**src/rtl/lsu_pkg.sv**
```systemverilog
// Shared definitions for the load/store controller: funct3 codes, FSM states
// and the access-size decode.
package lsu_pkg;

    localparam logic [2:0] F3_B  = 3'b000;
    localparam logic [2:0] F3_H  = 3'b001;
    localparam logic [2:0] F3_W  = 3'b010;
    localparam logic [2:0] F3_D  = 3'b011;
    localparam logic [2:0] F3_BU = 3'b100;
    localparam logic [2:0] F3_HU = 3'b101;
    localparam logic [2:0] F3_WU = 3'b110;

    typedef enum logic [2:0] {
        IDLE,
        BEAT0,
        BEAT1,
        WAIT,
        FAULT,
        RESP
    } lsu_state_e;

    function automatic logic [3:0] size_bytes(input logic [2:0] funct3);
        case (funct3[1:0])
            2'b00:   return 4'd1;
            2'b01:   return 4'd2;
            2'b10:   return 4'd4;
            default: return 4'd8;
        endcase
    endfunction

endpackage

```
**src/rtl/lsu_align.sv**
```systemverilog
// Combinational datapath: legality/split detection, store lane shifting with
// byte masks, and load realignment with sign/zero extension.
module lsu_align
    import lsu_pkg::*;
#(
    parameter int unsigned XLEN           = 32,
    parameter bit          MISALIGN_SPLIT = 1'b1
) (
    input  logic                         we_i,
    input  logic [2:0]                   funct3_i,
    input  logic [$clog2(XLEN/8)-1:0]    offset_i,
    input  logic [XLEN-1:0]              wdata_i,
    input  logic [XLEN-1:0]              rdata_lo_i,
    input  logic [XLEN-1:0]              rdata_hi_i,
    output logic                         fault_o,
    output logic                         split_o,
    output logic [XLEN-1:0]              wdata_lo_o,
    output logic [XLEN-1:0]              wdata_hi_o,
    output logic [XLEN/8-1:0]            wmask_lo_o,
    output logic [XLEN/8-1:0]            wmask_hi_o,
    output logic [XLEN-1:0]              rdata_o
);

    localparam int unsigned NB  = XLEN / 8;
    localparam int unsigned NB2 = 2 * NB;

    logic [3:0]        size;
    logic [4:0]        end_byte;
    logic              legal;
    logic              misaligned;
    logic [2*XLEN-1:0] wimg;
    logic [NB2-1:0]    wmsk;
    logic [XLEN-1:0]   lraw;

    assign size       = size_bytes(funct3_i);
    assign end_byte   = 5'(offset_i) + 5'(size);
    assign split_o    = end_byte > 5'(NB);
    assign misaligned = (4'(offset_i) & (size - 4'd1)) != 4'd0;

    always_comb begin
        legal = 1'b0;
        case (funct3_i)
            F3_B, F3_H, F3_W: legal = 1'b1;
            F3_D:             legal = (XLEN == 64);
            F3_BU, F3_HU:     legal = !we_i;
            F3_WU:            legal = !we_i && (XLEN == 64);
            default:          legal = 1'b0;
        endcase
    end

    assign fault_o = !legal || (!MISALIGN_SPLIT && misaligned);

    assign wimg = {{XLEN{1'b0}}, wdata_i} << {offset_i, 3'b000};
    assign wmsk = NB2'((16'd1 << size) - 16'd1) << offset_i;
    assign {wdata_hi_o, wdata_lo_o} = wimg;
    assign {wmask_hi_o, wmask_lo_o} = wmsk;

    assign lraw = XLEN'({rdata_hi_i, rdata_lo_i} >> {offset_i, 3'b000});

    always_comb begin
        rdata_o = '0;
        case (funct3_i)
            F3_B:    rdata_o = XLEN'($signed(lraw[7:0]));
            F3_H:    rdata_o = XLEN'($signed(lraw[15:0]));
            F3_W:    rdata_o = XLEN'($signed(lraw[31:0]));
            F3_D:    rdata_o = lraw;
            F3_BU:   rdata_o = XLEN'(lraw[7:0]);
            F3_HU:   rdata_o = XLEN'(lraw[15:0]);
            F3_WU:   rdata_o = XLEN'(lraw[31:0]);
            default: rdata_o = '0;
        endcase
    end

endmodule

```
**src/rtl/lsu_mem_ctrl.sv**
```systemverilog
// Load/store controller between the MEM stage and a 1-cycle-latency data RAM;
// misaligned accesses may be split into two RAM beats.
module lsu_mem_ctrl
    import lsu_pkg::*;
#(
    parameter int unsigned XLEN           = 32,
    parameter int unsigned ADDR_W         = 32,
    parameter bit          MISALIGN_SPLIT = 1'b1
) (
    input  logic                clk,
    input  logic                rst,
    input  logic                req_valid,
    output logic                req_ready,
    input  logic                req_we,
    input  logic [2:0]          req_funct3,
    input  logic [ADDR_W-1:0]   req_addr,
    input  logic [XLEN-1:0]     req_wdata,
    output logic                rsp_valid,
    input  logic                rsp_ready,
    output logic [XLEN-1:0]     rsp_rdata,
    output logic                rsp_fault,
    output logic                mem_en,
    output logic                mem_we,
    output logic [ADDR_W-1:0]   mem_addr,
    output logic [XLEN-1:0]     mem_wdata,
    output logic [XLEN/8-1:0]   mem_wmask,
    input  logic [XLEN-1:0]     mem_rdata
);

    localparam int unsigned NB = XLEN / 8;
    localparam int unsigned OW = $clog2(NB);

    lsu_state_e          state_q, state_d;
    logic                we_q, we_d;
    logic [2:0]          f3_q, f3_d;
    logic [ADDR_W-1:0]   addr_q, addr_d;
    logic [XLEN-1:0]     wdata_q, wdata_d;
    logic [XLEN-1:0]     lo_q, lo_d;
    logic [XLEN-1:0]     rdata_q, rdata_d;
    logic                fault_q, fault_d;

    logic                in_idle;
    logic                a_we;
    logic [2:0]          a_f3;
    logic [OW-1:0]       a_off;
    logic                a_fault, a_split;
    logic [XLEN-1:0]     a_rlo, a_rhi, a_wlo, a_whi, a_rdata;
    logic [NB-1:0]       a_mlo, a_mhi;
    logic [ADDR_W-1:0]   base;

    // While idle the decoder looks at the incoming request so the fault
    // decision is ready at accept time; afterwards it sees the held request.
    assign in_idle = (state_q == IDLE);
    assign a_we    = in_idle ? req_we : we_q;
    assign a_f3    = in_idle ? req_funct3 : f3_q;
    assign a_off   = in_idle ? req_addr[OW-1:0] : addr_q[OW-1:0];
    assign a_rlo   = a_split ? lo_q : mem_rdata;
    assign a_rhi   = a_split ? mem_rdata : '0;
    assign base    = {addr_q[ADDR_W-1:OW], {OW{1'b0}}};

    lsu_align #(
        .XLEN           (XLEN),
        .MISALIGN_SPLIT (MISALIGN_SPLIT)
    ) u_align (
        .we_i       (a_we),
        .funct3_i   (a_f3),
        .offset_i   (a_off),
        .wdata_i    (wdata_q),
        .rdata_lo_i (a_rlo),
        .rdata_hi_i (a_rhi),
        .fault_o    (a_fault),
        .split_o    (a_split),
        .wdata_lo_o (a_wlo),
        .wdata_hi_o (a_whi),
        .wmask_lo_o (a_mlo),
        .wmask_hi_o (a_mhi),
        .rdata_o    (a_rdata)
    );

    always_comb begin
        state_d   = state_q;
        we_d      = we_q;
        f3_d      = f3_q;
        addr_d    = addr_q;
        wdata_d   = wdata_q;
        lo_d      = lo_q;
        rdata_d   = rdata_q;
        fault_d   = fault_q;
        req_ready = 1'b0;
        rsp_valid = 1'b0;
        mem_en    = 1'b0;
        mem_we    = 1'b0;
        mem_addr  = '0;
        mem_wdata = '0;
        mem_wmask = '0;

        case (state_q)
            IDLE: begin
                req_ready = !rst;
                if (req_valid && !rst) begin
                    we_d    = req_we;
                    f3_d    = req_funct3;
                    addr_d  = req_addr;
                    wdata_d = req_wdata;
                    rdata_d = '0;
                    fault_d = 1'b0;
                    state_d = a_fault ? FAULT : BEAT0;
                end
            end
            BEAT0: begin
                // A beat is suppressed while reset is held so an abandoned
                // split store never reaches the RAM.
                if (!rst) begin
                    mem_en    = 1'b1;
                    mem_we    = we_q;
                    mem_addr  = base;
                    mem_wdata = a_wlo;
                    mem_wmask = we_q ? a_mlo : '0;
                end
                state_d = a_split ? BEAT1 : WAIT;
            end
            BEAT1: begin
                if (!rst) begin
                    mem_en    = 1'b1;
                    mem_we    = we_q;
                    mem_addr  = base + ADDR_W'(NB);
                    mem_wdata = a_whi;
                    mem_wmask = we_q ? a_mhi : '0;
                end
                lo_d    = mem_rdata;
                state_d = WAIT;
            end
            WAIT: begin
                rdata_d = we_q ? '0 : a_rdata;
                fault_d = 1'b0;
                state_d = RESP;
            end
            FAULT: begin
                rdata_d = '0;
                fault_d = 1'b1;
                state_d = RESP;
            end
            RESP: begin
                rsp_valid = 1'b1;
                if (rsp_ready) state_d = IDLE;
            end
            default: state_d = IDLE;
        endcase
    end

    always_ff @(posedge clk) begin
        if (rst) begin
            state_q <= IDLE;
            we_q    <= 1'b0;
            f3_q    <= '0;
            addr_q  <= '0;
            wdata_q <= '0;
            lo_q    <= '0;
            rdata_q <= '0;
            fault_q <= 1'b0;
        end else begin
            state_q <= state_d;
            we_q    <= we_d;
            f3_q    <= f3_d;
            addr_q  <= addr_d;
            wdata_q <= wdata_d;
            lo_q    <= lo_d;
            rdata_q <= rdata_d;
            fault_q <= fault_d;
        end
    end

    assign rsp_rdata = rdata_q;
    assign rsp_fault = fault_q;

endmodule
```
**config.mk**
```make
export PLATFORM = sky130hd
export DESIGN_NAME = lsu_mem_ctrl
export DESIGN_NICKNAME = d
export VERILOG_FILES = /design/src/rtl/lsu_pkg.sv /design/src/rtl/lsu_align.sv /design/src/rtl/lsu_mem_ctrl.sv
export SDC_FILE = /design/constraint.sdc
export NUM_CORES = 1
export LEC_CHECK = 0
export BUFFER_PORTS_ARGS = -buffer_cell sky130_fd_sc_hd__buf_2
export CAP_MARGIN = 10
export CORE_MARGIN = 8
export CORE_UTILIZATION = 55
export DETAILED_ROUTE_END_ITERATION = 7
export HOLD_SLACK_MARGIN = 0.12
export PLACE_DENSITY_LB_ADDON = 0.15
export SLEW_MARGIN = 40
export SYNTH_ARGS = -nofsm -noshare
export SYNTH_HDL_FRONTEND = slang
export SYNTH_HIERARCHICAL = 1
export SYNTH_SLANG_ARGS = --single-unit
```
**constraint.sdc**
```tcl
create_clock -name clk -period 6 [get_ports clk]
set_clock_uncertainty 0.2 [all_clocks]
set_input_delay 0.9 -clock clk [delete_from_list [all_inputs] [get_ports clk]]
set_output_delay 0.9 -clock clk [all_outputs]
set_load 0.1 [all_outputs]
```
Yosys cells after proc, flatten, opt, wreduce, memory -nomap -nowiden
Index checks and enable logic that the tools add are counted.
{"block": "classes", "div_mod_pow": 0, "order_cmp": 1, "eq_ne": 15, "bitwise_logic": 0, "multipliers": 0, "shifts": 4, "n_mux": 35, "reduce_logical": 15, "n_addsub": 3}
{"op": "$mux 32", "count": 8}
{"op": "$pmux 32 s5", "count": 1}
{"op": "$pmux 32 s2", "count": 2}
{"op": "$pmux 32 s3", "count": 1}
{"op": "$shl 32x5->64", "count": 1}
{"op": "$shr 64x5->32", "count": 1}
{"op": "$add 32x3->32 const B", "count": 1}
{"op": "$mux 4", "count": 4}
{"op": "$eq 3x3->1 const B", "count": 5}
{"op": "$pmux 3 s5", "count": 1}
{"op": "$eq 3x2->1 const B", "count": 4}
{"op": "$mux 3", "count": 4}
{"op": "$pmux 4 s3", "count": 1}
{"op": "$mux 1", "count": 9}
{"op": "$pmux 4 s2", "count": 1}
{"op": "$shl 1x4->8 const A", "count": 1}
{"op": "$shl 8x2->8", "count": 1}
{"op": "$sub 8x1->8 const B", "count": 1}
{"op": "$eq 3x1->1 const B", "count": 2}
{"op": "$logic_not 3->1", "count": 2}
{"op": "$reduce_and 2->1", "count": 3}
{"op": "$reduce_or 2->1", "count": 3}
{"op": "$reduce_or 3->1", "count": 2}
{"op": "$add 2x4->5", "count": 1}
{"op": "12 further kinds", "count": 13}
{"block": "totals", "reg_bits": 136, "mem_bits_rw": 0, "mem_count": 0, "latchBits": 0, "input_bits": 104, "out_inout_bits": 105, "mem_bits_ro": 0, "elab_cells": 81}

Longest topological paths before layout
Gate-level depths: netlist of the first run.
{"block": "depth", "word_depth": 11, "mapped_depth": 24, "mapped_depth_nobuf": 17}

Hierarchy
The synthesis of the first run kept the hierarchy.
{"module": "lsu_mem_ctrl", "seq_area_each_um2": 2722.6, "area_per_inst_um2": 6790.3, "cells_each": 879, "instances": 1}
{"module": "lsu_align", "seq_area_each_um2": 0.0, "area_per_inst_um2": 2099.5, "cells_each": 292, "instances": 1}

Worst setup path after synthesis of the first run
OpenSTA, ideal clock, no wires.
{"block": "synth_timing", "path_type": "input -> output", "start": "in rst", "end": "out mem_addr[7]", "stages": 5, "setup_slack_ps": 123, "path_buffers": 3, "t_arrival_ps": 4777, "t_required_ps": 4900, "path_cell_list": "clkbuf_1 -> nand2b_1 -> clkbuf_1 -> clkbuf_1 -> o41ai_1"}
{"block": "synth_via", "elab_chain_cells": 2, "word_cells_on_any_way": 3, "classes_between": "mux: 3"}
{"item": "start, declared", "line": "lsu_mem_ctrl.sv:11", "rtl": "input logic rst,"}
{"item": "$mux 32 (on tied branches)", "line": "lsu_mem_ctrl.sv:123, lsu_mem_ctrl.sv:113"}
{"item": "$pmux 32 s2 (*)", "line": "lsu_mem_ctrl.sv:97", "rtl": "case (state_q)"}
{"item": "end, declared", "line": "lsu_mem_ctrl.sv:24", "rtl": "output logic [ADDR_W-1:0] mem_addr,"}
Mark *: on every way between the ends. The rest lies on a longest branch, timed or not.

Worst setup path in the final report of the first run
{"block": "layout_timing", "start": "reg state_q[0]", "end": "reg rdata_q[29] (netlist: rsp_rdata[29])"}
{"block": "layout_via", "elab_chain_cells": 11, "word_cells_on_any_way": 28, "classes_between": "add/sub: 1; order compare: 1; eq/ne: 11; shift: 1; mux: 8; reduce/logical: 6"}
{"item": "start, declared", "line": "lsu_mem_ctrl.sv:33", "rtl": "lsu_state_e state_q, state_d;"}
{"item": "start signal, assigned", "line": "lsu_mem_ctrl.sv:162", "rtl": "state_q <= state_d;"}
{"item": "$logic_not 3->1 (*)", "line": "lsu_mem_ctrl.sv:53", "rtl": "assign in_idle = (state_q == IDLE);"}
{"item": "$mux 3 (*)", "line": "lsu_mem_ctrl.sv:55", "rtl": "assign a_f3 = in_idle ? req_funct3 : f3_q;"}
{"item": "via a_f3[1]", "line": "lsu_mem_ctrl.sv:44", "rtl": "logic [2:0] a_f3;"}
{"item": "$eq 2x2->1 (tied with other cells)", "line": "lsu_pkg.sv:23", "rtl": "case (funct3[1:0])"}
{"item": "$pmux 4 s3 (*)", "line": "lsu_pkg.sv:23"}
{"item": "$add 2x4->5 (*)", "line": "lsu_align.sv:36", "rtl": "assign end_byte = 5'(offset_i) + 5'(size);"}
{"item": "$gt 5x3->1 (*)", "line": "lsu_align.sv:37", "rtl": "assign split_o = end_byte > 5'(NB);"}
{"item": "via a_split", "line": "lsu_mem_ctrl.sv:46", "rtl": "logic a_fault, a_split;"}
{"item": "$mux 32 (*)", "line": "lsu_mem_ctrl.sv:57", "rtl": "assign a_rlo = a_split ? lo_q : mem_rdata;"}
{"item": "via a_rlo[31]", "line": "lsu_mem_ctrl.sv:47", "rtl": "logic [XLEN-1:0] a_rlo, a_rhi, a_wlo, a_whi, a_rdata;"}
{"item": "$shr 64x5->32 (*)", "line": "lsu_align.sv:58", "rtl": "assign lraw = XLEN'({rdata_hi_i, rdata_lo_i} >> {offset_i, 3'b000});"}
{"item": "$pmux 32 s5 (*)", "line": "lsu_align.sv:62", "rtl": "case (funct3_i)"}
{"item": "via a_rdata[29]", "line": "lsu_mem_ctrl.sv:47"}
{"item": "$mux 32 (*)", "line": "lsu_mem_ctrl.sv:134", "rtl": "rdata_d = we_q ? '0 : a_rdata;"}
{"item": "$pmux 32 s3 (*)", "line": "lsu_mem_ctrl.sv:97"}
{"item": "end signal, assigned", "line": "lsu_mem_ctrl.sv:168", "rtl": "rdata_q <= rdata_d;"}
{"item": "end, declared", "line": "lsu_mem_ctrl.sv:39", "rtl": "logic [XLEN-1:0] rdata_q, rdata_d;"}
Mark *: on every way through the listed nets, which the timed path passes. The rest lies on a longest branch.
A chain may end at the register's enable or synchronous reset.

==> results of run 1 <==
## per-layer routing
metal / up-vias / part of all wire, % / global-route usage [%]
li1: 4299 / - / -
met1: 4259 / 41 / 33.2
met2: 360 / 48 / 44.9
met3: 60 / 6.9 / 6.11
met4: 0 / 3.6 / 13.5
met5: - / 0 / 0
## critical path, stage by stage (launching register included)
cell and delay (ns):
dfxtp_1 0.40, or3_1 0.56, nand2_1 0.13, nand2_1 0.31, nor2_1 0.22, ha_1 0.20
inv_1 0.06, fa_1 0.47, inv_1 0.06, o21ai_0 0.13, a31oi_4 0.33, mux2_2 0.38
mux2_2 0.29, o22ai_1 0.18, a2111o_1 0.62, o21ai_0 0.20, a22oi_1 0.20, nor2_1 0.06
## placed cells by master, fill, tap and decap left out, drive strengths merged, types with 2 or more instances in the layout
master	count
nand2	256
buf	221
dfxtp	136
nor2	93
o21ai	79
nand3b	66
a21oi	65
mux2i	53
mux2	43
and2	38
a22oi	36
a22o	35
inv	21
clkbuf	18
nand4	15
mux4	14
nand3	13
and3	13
conb	10
a31oi	9
nor2b	9
or3	7
nand2b	6
clkinv	6
nor3	5
o31ai	4
bufinv	4
a21o	3
xnor2	3
xor2	3
o21a	3
ha	3
nor3b	2
a41oi	2
or4	2
a211oi	2
clkinvlp	2
## state kept, by name, summed over array words and instances (netlist names)
| name | cells |
|---|---|
| addr_q | 32 |
| wdata_q | 32 |
| rsp_fault | 1 |
| f3_q | 3 |
| lo_q | 32 |
| state_q | 3 |
| rsp_rdata | 32 |
| we_q | 1 |
## through the flow
step	util [%]	area, µm²
2_1_floorplan	-	8870
3_3_place_gp	62.2	9810
3_5_place_dp	62.3	9820
4_1_cts	66.2	10400
5_1_grt	66.4	10500
6_report	66.4	10500
## how the worst min path moves through the flow
| stage | startpoint | to | slack [ns] | depth (start not counted) |
|---|---|---|---|---|
| global route | lo_q[4] | lo_q[4] | 0.27 | 2 |
| finish | lo_q[8] | lo_q[8] | 0.25 | 2 |
| CTS | lo_q[4] | lo_q[4] | 0.25 | 2 |
| detailed placement | lo_q[4] | lo_q[4] | 0.25 | 2 |
| global placement | lo_q[0] | lo_q[0] | 0.24 | 2 |
| floorplan | lo_q[0] | lo_q[0] | 0.23 | 2 |
## final cells by class
cell class,instances,area (µm²),area share (%)
inverter,20,75.1,0.717
timing repair buffer,221,1160,11.1
clock inverter,13,178,1.70
clock buffer,18,439,4.19
multi-input combinational,903,5630,53.7
tap,216,270,2.58
sequential,136,2720,26.0
## where the power goes
part / switching, mW / leakage, nW / internal, mW
Clock: 0.404 / 0.302 / 0.701
Sequential: 0.171 / 1.11 / 1.08
Combinational: 2.16 / 3.29 / 1.14
==> impl_results.md, run 1 <==
- Diodes inserted: 0
- Hold crit path type: flop to flop
- Maxcap violations: 0
- Layout area overhead: 18.5%
- Initial Util: 56.1%
- Final min period: 5.13 ns
- CP Data Arrival Time: 5.21 ns
- First-pass GRT wire length: 44800 µm
- Critical path class: flop to flop
- Average cell area after synthesis: 7.60 µm²
- CP startpoint: state_q[0]
- Synth Instances: 1163
- Final Hold Fails: 0
- Share of layout cells above drive strength 1: 25.6%
- Fmax: 0.195 GHz
- Worst-Margin Slew: 0.818 ns
- Vias in the first global route: 8694
- Total gr overflow: 0
- Clock root cell: clkbuf_16
- FF-to-FF Start: state_q[0]
- Gpl congestion: 0.872
- CP startpoint kind: flop
- Area of the mapped netlist: 8840 µm²
- Path depth of the worst reg2reg path: 17
- Peak VDD IR: 0.314 mV
- Number of fill cells in the layout: 1431
- Slew Limit Fails: 0
- Avg WL per Cell: 18.3 µm
- R2R Setup Slk: 0.87 ns
- CTS Buf Count: 17
- Final antenna-violating net count: 0
- Unrepaired setup endpoints after global routing: false
- CTS Hold Buffers Added: 0
- Htree depth: 4
- Post-CTS setup repair buffer count: 0
- Pleak: 4.70 nW
- Post-Route WL: 28000 µm
- Ports: 209
- Via count: 8978
- Min Hold Slack: 0.252 ns
- Worst setup path endpoint: rsp_rdata[29]
- Status: completed
- Max clock buf depth: 2
- CP max FO: 16
- TNS Setup: 0 ns
- Setup WS pre-CTS: 0.954 ns
- GRT Util Overall: 27.3%
- Total power: 5.66 mW
- Synthesis Warnings: 6
- Die Y: 143 µm
- CTS tree: done
- Clock Latency Late Sink: 0.42 ns
- Final worst setup slack: 0.869 ns
- Sink Count: 136
- Final Cycle Share: 85.5%
- FP Rows: 46
- Pin count of the biggest net entering global routing: 97
- DPL Wire Length: 19300 µm
- First drt pass iteration count: 5
- Clk slew on worst S/H paths: 0.06 ns
- Port Buf Inserts: 206
- Initial antenna violation count: 0
- DRC viols: 0
- Cell total after placement: 1495
- Post-Layout Cell Count: 1527
- CP Capture Type: flop
- # setup viols final: 0
- Max_slew headroom: 45.5%
- Critical Path RT: 6.08 ns
- Core area: 15800 µm²
- Layout Nets: 1407
- Post-DR vias/cell: 5.88
- Pwr dens: 541 nW/µm²
- Resize count post-CTS: 0
- Die ar.: 20400 µm²
- Die width: 143 µm
- Crit Reg-Reg Endpoint: rsp_rdata[29]
- DRT iter0 DRCs: 731
Note: power is estimated with default switching activity, not from simulation.
==> inputs of run 2 (changes only) <==
BUFFER_PORTS_ARGS = not set   (was -buffer_cell sky130_fd_sc_hd__buf_2)
CORE_UTILIZATION = 65   (was 55)
DONT_BUFFER_PORTS = 1   (was not set)
==> impl_results.md, run 2 (same netlist as run 1, synthesis figures left out) <==
- Status: completed
- Avg WL per Cell: 20.6 µm
- Crit Reg-Reg Endpoint: rsp_rdata[29]
- R2R Setup Slk: 0.57 ns
- Post-Layout Cell Count: 1315
- Clock root cell: clkbuf_16
- Sw Ratio: 49.1%
- CP Data Arrival Time: 5.54 ns
- First drt pass iteration count: 6
- Die Y: 133 µm
- Pin count of the biggest net entering global routing: 147
- Layout area overhead: 13.4%
- Layout Nets: 1234
- FF-to-FF Start: state_q[0]
- Sink Count: 136
- Initial Util: 66.8%
- Fmax: 0.184 GHz
- Pleak: 4.00 nW
- Via count: 8395
- Worst setup path endpoint: rsp_rdata[29]
- Vias in the first global route: 8014
- Clk slew on worst S/H paths: 0.06 ns
- Commonest non-fill, non-tap cell in the layout: nand2_1
- Post-Route WL: 27100 µm
- CTS Buf Count: 17
- Ports: 209
- Unrepaired setup endpoints after global routing: false
- Critical Path RT: 6.11 ns
- Logic gate share of total power: 55.7%
- Die width: 133 µm
- Maxcap violations: 0
- Net switching power: 2.79 mW
- GRT Util Overall: 29.8%
- # setup viols final: 0
- Final min period: 5.43 ns
- Share of layout cells above drive strength 1: 21.2%
- CP startpoint kind: flop
- First-pass GRT wire length: 42900 µm
- CTS tree: done
- TNS Setup: 0 ns
- Critical path class: flop to flop
- Cell Int Power: 2.89 mW
- CTS Hold Buffers Added: 0
- Total gr overflow: 0
- Final Cycle Share: 90.5%
- Total power: 5.68 mW
- Resize count post-CTS: 0
- Hold crit path type: flop to flop
- Port Buf Inserts: 0
- Post-CTS setup repair buffer count: 0
- CP max FO: 52
- Slew Limit Fails: 0
- DRC viols: 0
- Max clock buf depth: 2
- Path depth of the worst reg2reg path: 18
- Most frequent cells in the layout: 254 x nand2_1, 103 x dfxtp_1, 81 x nor2_1
- Number of fill cells in the layout: 995
- Clock Latency Late Sink: 0.43 ns
- Max_slew headroom: 43.5%
- DPL Wire Length: 18500 µm
- Die ar.: 17600 µm²
- Diodes inserted: 0
- Core area: 13200 µm²
- Final antenna-violating net count: 0
- FP Rows: 42
- Peak VDD IR: 0.286 mV
- Htree depth: 4
- CP startpoint: state_q[0]
- Pwr dens: 567 nW/µm²
- Cell total after placement: 1282
- Initial antenna violation count: 0
- Worst-Margin Slew: 0.840 ns
- CP Capture Type: flop
- Gpl congestion: 0.857
- Seq pwr share: 25.2%
- DRT iter0 DRCs: 851
- Clk pwr share: 19.1%
- Post-DR vias/cell: 6.38
- Final Hold Fails: 0
[run 2: critical path, cell delays in order, from the launching register on]
cell	delay, ns
dfxtp_1	0.41
or3_1	0.57
nand2_1	0.14
nand2_1	0.32
nor2_1	0.21
ha_1	0.19
inv_1	0.06
fa_1	0.53
inv_1	0.04
o21ai_0	0.34
a31oi_4	0.18
buf_4	0.34
and2_1	0.24
mux2_2	0.29
o22ai_1	0.17
a2111o_1	0.60
o21ai_0	0.22
a22oi_1	0.21
nor2_1	0.05
[run 2: power by group through the flow]
stage / clock network (mW) / registers (mW) / logic [mW]
2_1_floorplan: 0 / 1.35 / 2.55
3_3_place_gp: 0 / 1.42 / 3.03
3_5_place_dp: 0 / 1.44 / 3.10
4_1_cts: 1.09 / 1.42 / 3.13
5_1_grt: 1.13 / 1.45 / 3.40
6_report: 1.09 / 1.43 / 3.16
[run 2: routing by layer]
layer / global-route usage [%] / wire length, µm / up-vias
met5: 0 / 0 / -
met4: 17.3 / 1380 / 0
met3: 9.31 / 2460 / 87
met2: 48.5 / 13000 / 398
met1: 33.9 / 10300 / 3954
li1: - / - / 3956
[run 2: worst min-delay path by stage]
stage          startpoint  endpoint  slack [ns]  cells after the start
2_1_floorplan     lo_q[0]   lo_q[0]        0.23                      2
5_1_grt          lo_q[27]  lo_q[27]        0.26                      2
3_5_place_dp     lo_q[12]  lo_q[12]        0.24                      2
3_3_place_gp      lo_q[8]   lo_q[8]        0.23                      2
6_report         lo_q[27]  lo_q[27]        0.25                      2
4_1_cts          lo_q[12]  lo_q[12]        0.25                      2
[run 2: cell type report]
type / count / area (µm²) / share of cell area, %
Clock buffer: 20 / 467 / 4.66
Tap cell: 176 / 220 / 2.20
Timing Repair Buffer: 48 / 400 / 3.99
Multi-Input combinational cell: 903 / 5950 / 59.4
Clock inverter: 12 / 148 / 1.47
Inverter: 20 / 75.1 / 0.749
Sequential cell: 136 / 2760 / 27.6
[run 2: stage by stage]
step / area [µm²] / utilization, % / hold slack (ns) / worst slack (ns)
2_1_floorplan: 8870 / - / 0.233 / 0.123
5_1_grt: 10000 / 75.7 / 0.262 / 0.283
4_1_cts: 10000 / 75.5 / 0.249 / 0.680
3_5_place_dp: 9390 / 70.9 / 0.240 / 0.748
6_report: 10000 / 75.7 / 0.250 / 0.571
3_3_place_gp: 9120 / 68.9 / 0.233 / 0.900
==> inputs of run 3 (changes only) <==
CTS_BUF_LIST = sky130_fd_sc_hd__clkbuf_4 sky130_fd_sc_hd__clkbuf_8   (was not set)
==> impl_results.md, run 3 (same netlist as run 1, synthesis figures left out) <==
- Sink Count: 136
- Cell total after placement: 1282
- CTS Hold Buffers Added: 0
- Die width: 133 µm
- Final Cycle Share: 88.5%
- FP Rows: 42
- Port Buf Inserts: 0
- Final Hold Fails: 0
- TNS Setup: 0 ns
- Pwr dens: 548 nW/µm²
- Commonest non-fill, non-tap cell in the layout: nand2_1
- Critical path class: flop to flop
- Status: completed
- CP max FO: 52
- Critical Path RT: 6.15 ns
- Clk slew on worst S/H paths: 0.08 ns
- Total gr overflow: 0
- Post-Layout Cell Count: 1315
- Final Util: 74.2%
- Layout area overhead: 11.2%
- CTS Buf Count: 17
- Unrepaired setup endpoints after global routing: false
- Via count: 8336
- Post-CTS setup repair buffer count: 0
- Pin count of the biggest net entering global routing: 147
- DRC viols: 0
- Worst-Margin Slew: 0.827 ns
- Layout Nets: 1234
- DRT iter0 DRCs: 948
- Design area: 9830 µm²
- Initial antenna violation count: 0
- Pleak: 3.91 nW
- Most frequent cells in the layout: 254 x nand2_1, 103 x dfxtp_1, 81 x nor2_1
- Post-DR vias/cell: 6.34
- Post-Route WL: 26500 µm
- CTS tree: done
- Fmax: 0.188 GHz
- # setup viols final: 0
- CP startpoint kind: flop
- First drt pass iteration count: 5
- Maxcap violations: 0
- Clock Latency Late Sink: 0.47 ns
- CP Data Arrival Time: 5.46 ns
- Share of layout cells above drive strength 1: 21.2%
- Core area: 13200 µm²
- Avg WL per Cell: 20.2 µm
- CP Capture Type: flop
- DPL Wire Length: 18500 µm
- Peak VDD IR: 0.316 mV
- Initial Util: 66.8%
- Hold crit path type: flop to flop
- Final min period: 5.31 ns
- Max clock buf depth: 2
- GRT Util Overall: 29.0%
- Placed instance area: 9390 µm²
- Slew Limit Fails: 0
- Min Hold Slack: 0.250 ns
- Gpl congestion: 0.857
- Diodes inserted: 0
- First-pass GRT wire length: 41900 µm
- Die ar.: 17600 µm²
- Resize count post-CTS: 0
- Max_slew headroom: 44.4%
- Final antenna-violating net count: 0
- Ports: 209
- Clock root cell: clkbuf_8
- Die Y: 133 µm
- Vias in the first global route: 7869
- Htree depth: 4
## run 3: cell count changes in the layout (fill, tap and decap cells not counted)
cell / delta
buf_4: +1
buf_6: -1
clkbuf_8: +17
clkbuf_16: -17
## run 3: through the flow
step	worst slack, ns	power (mW)
after floorplan	0.123	3.90
after global placement	0.900	4.45
after detailed placement	0.748	4.54
after CTS	0.727	5.36
after global routing	0.338	5.69
final	0.693	5.39
## run 3: metal layers
metal / routed length (µm) / track usage (%)
met5: 0 / 0
met4: 1320 / 15.9
met3: 2320 / 9.80
met2: 12600 / 47.1
met1: 10300 / 33.1
## run 3: layout make-up
cell class | count | area, µm²
repair buffers | 48 | 397
flip-flops and latches | 136 | 2760
clock inverters | 12 | 148
clock buffers | 20 | 275
well taps | 176 | 220
fillers | 1041 | 3410
multi-input cells | 903 | 5950
inverters | 20 | 75.1
## run 3: worst paths after layout
kind                    to  slack, ns  cells after the start  startpoint
max          rsp_rdata[29]       0.69                     18  state_q[0]
min               lo_q[28]       0.25                      2    lo_q[28]
max reg2reg  rsp_rdata[29]       0.69                     18  state_q[0]
min reg2reg       lo_q[28]       0.25                      2    lo_q[28]
## run 3: critical path, cell delays in order, from the launching register on
cell      delay (ns)
dfxtp_1         0.41
or3_1           0.57
nand2_1         0.14
nand2_1         0.32
nor2_1          0.21
ha_1            0.18
inv_1           0.06
fa_1            0.52
inv_1           0.04
o21ai_0         0.29
a31oi_4         0.17
buf_4           0.35
and2_1          0.24
mux2_2          0.29
o22ai_1         0.17
a2111o_1        0.58
o21ai_0         0.21
a22oi_1         0.21
nor2_1          0.05
## run 3: where the power goes
group / internal, mW / switching [mW] / total [mW] / leakage [nW]
Sequential: 1.09 / 0.339 / 1.43 / 1.13
Combinational: 1.12 / 2.03 / 3.15 / 2.57
Clock: 0.442 / 0.370 / 0.812 / 0.215
Total: 2.65 / 2.74 / 5.39 / 3.91
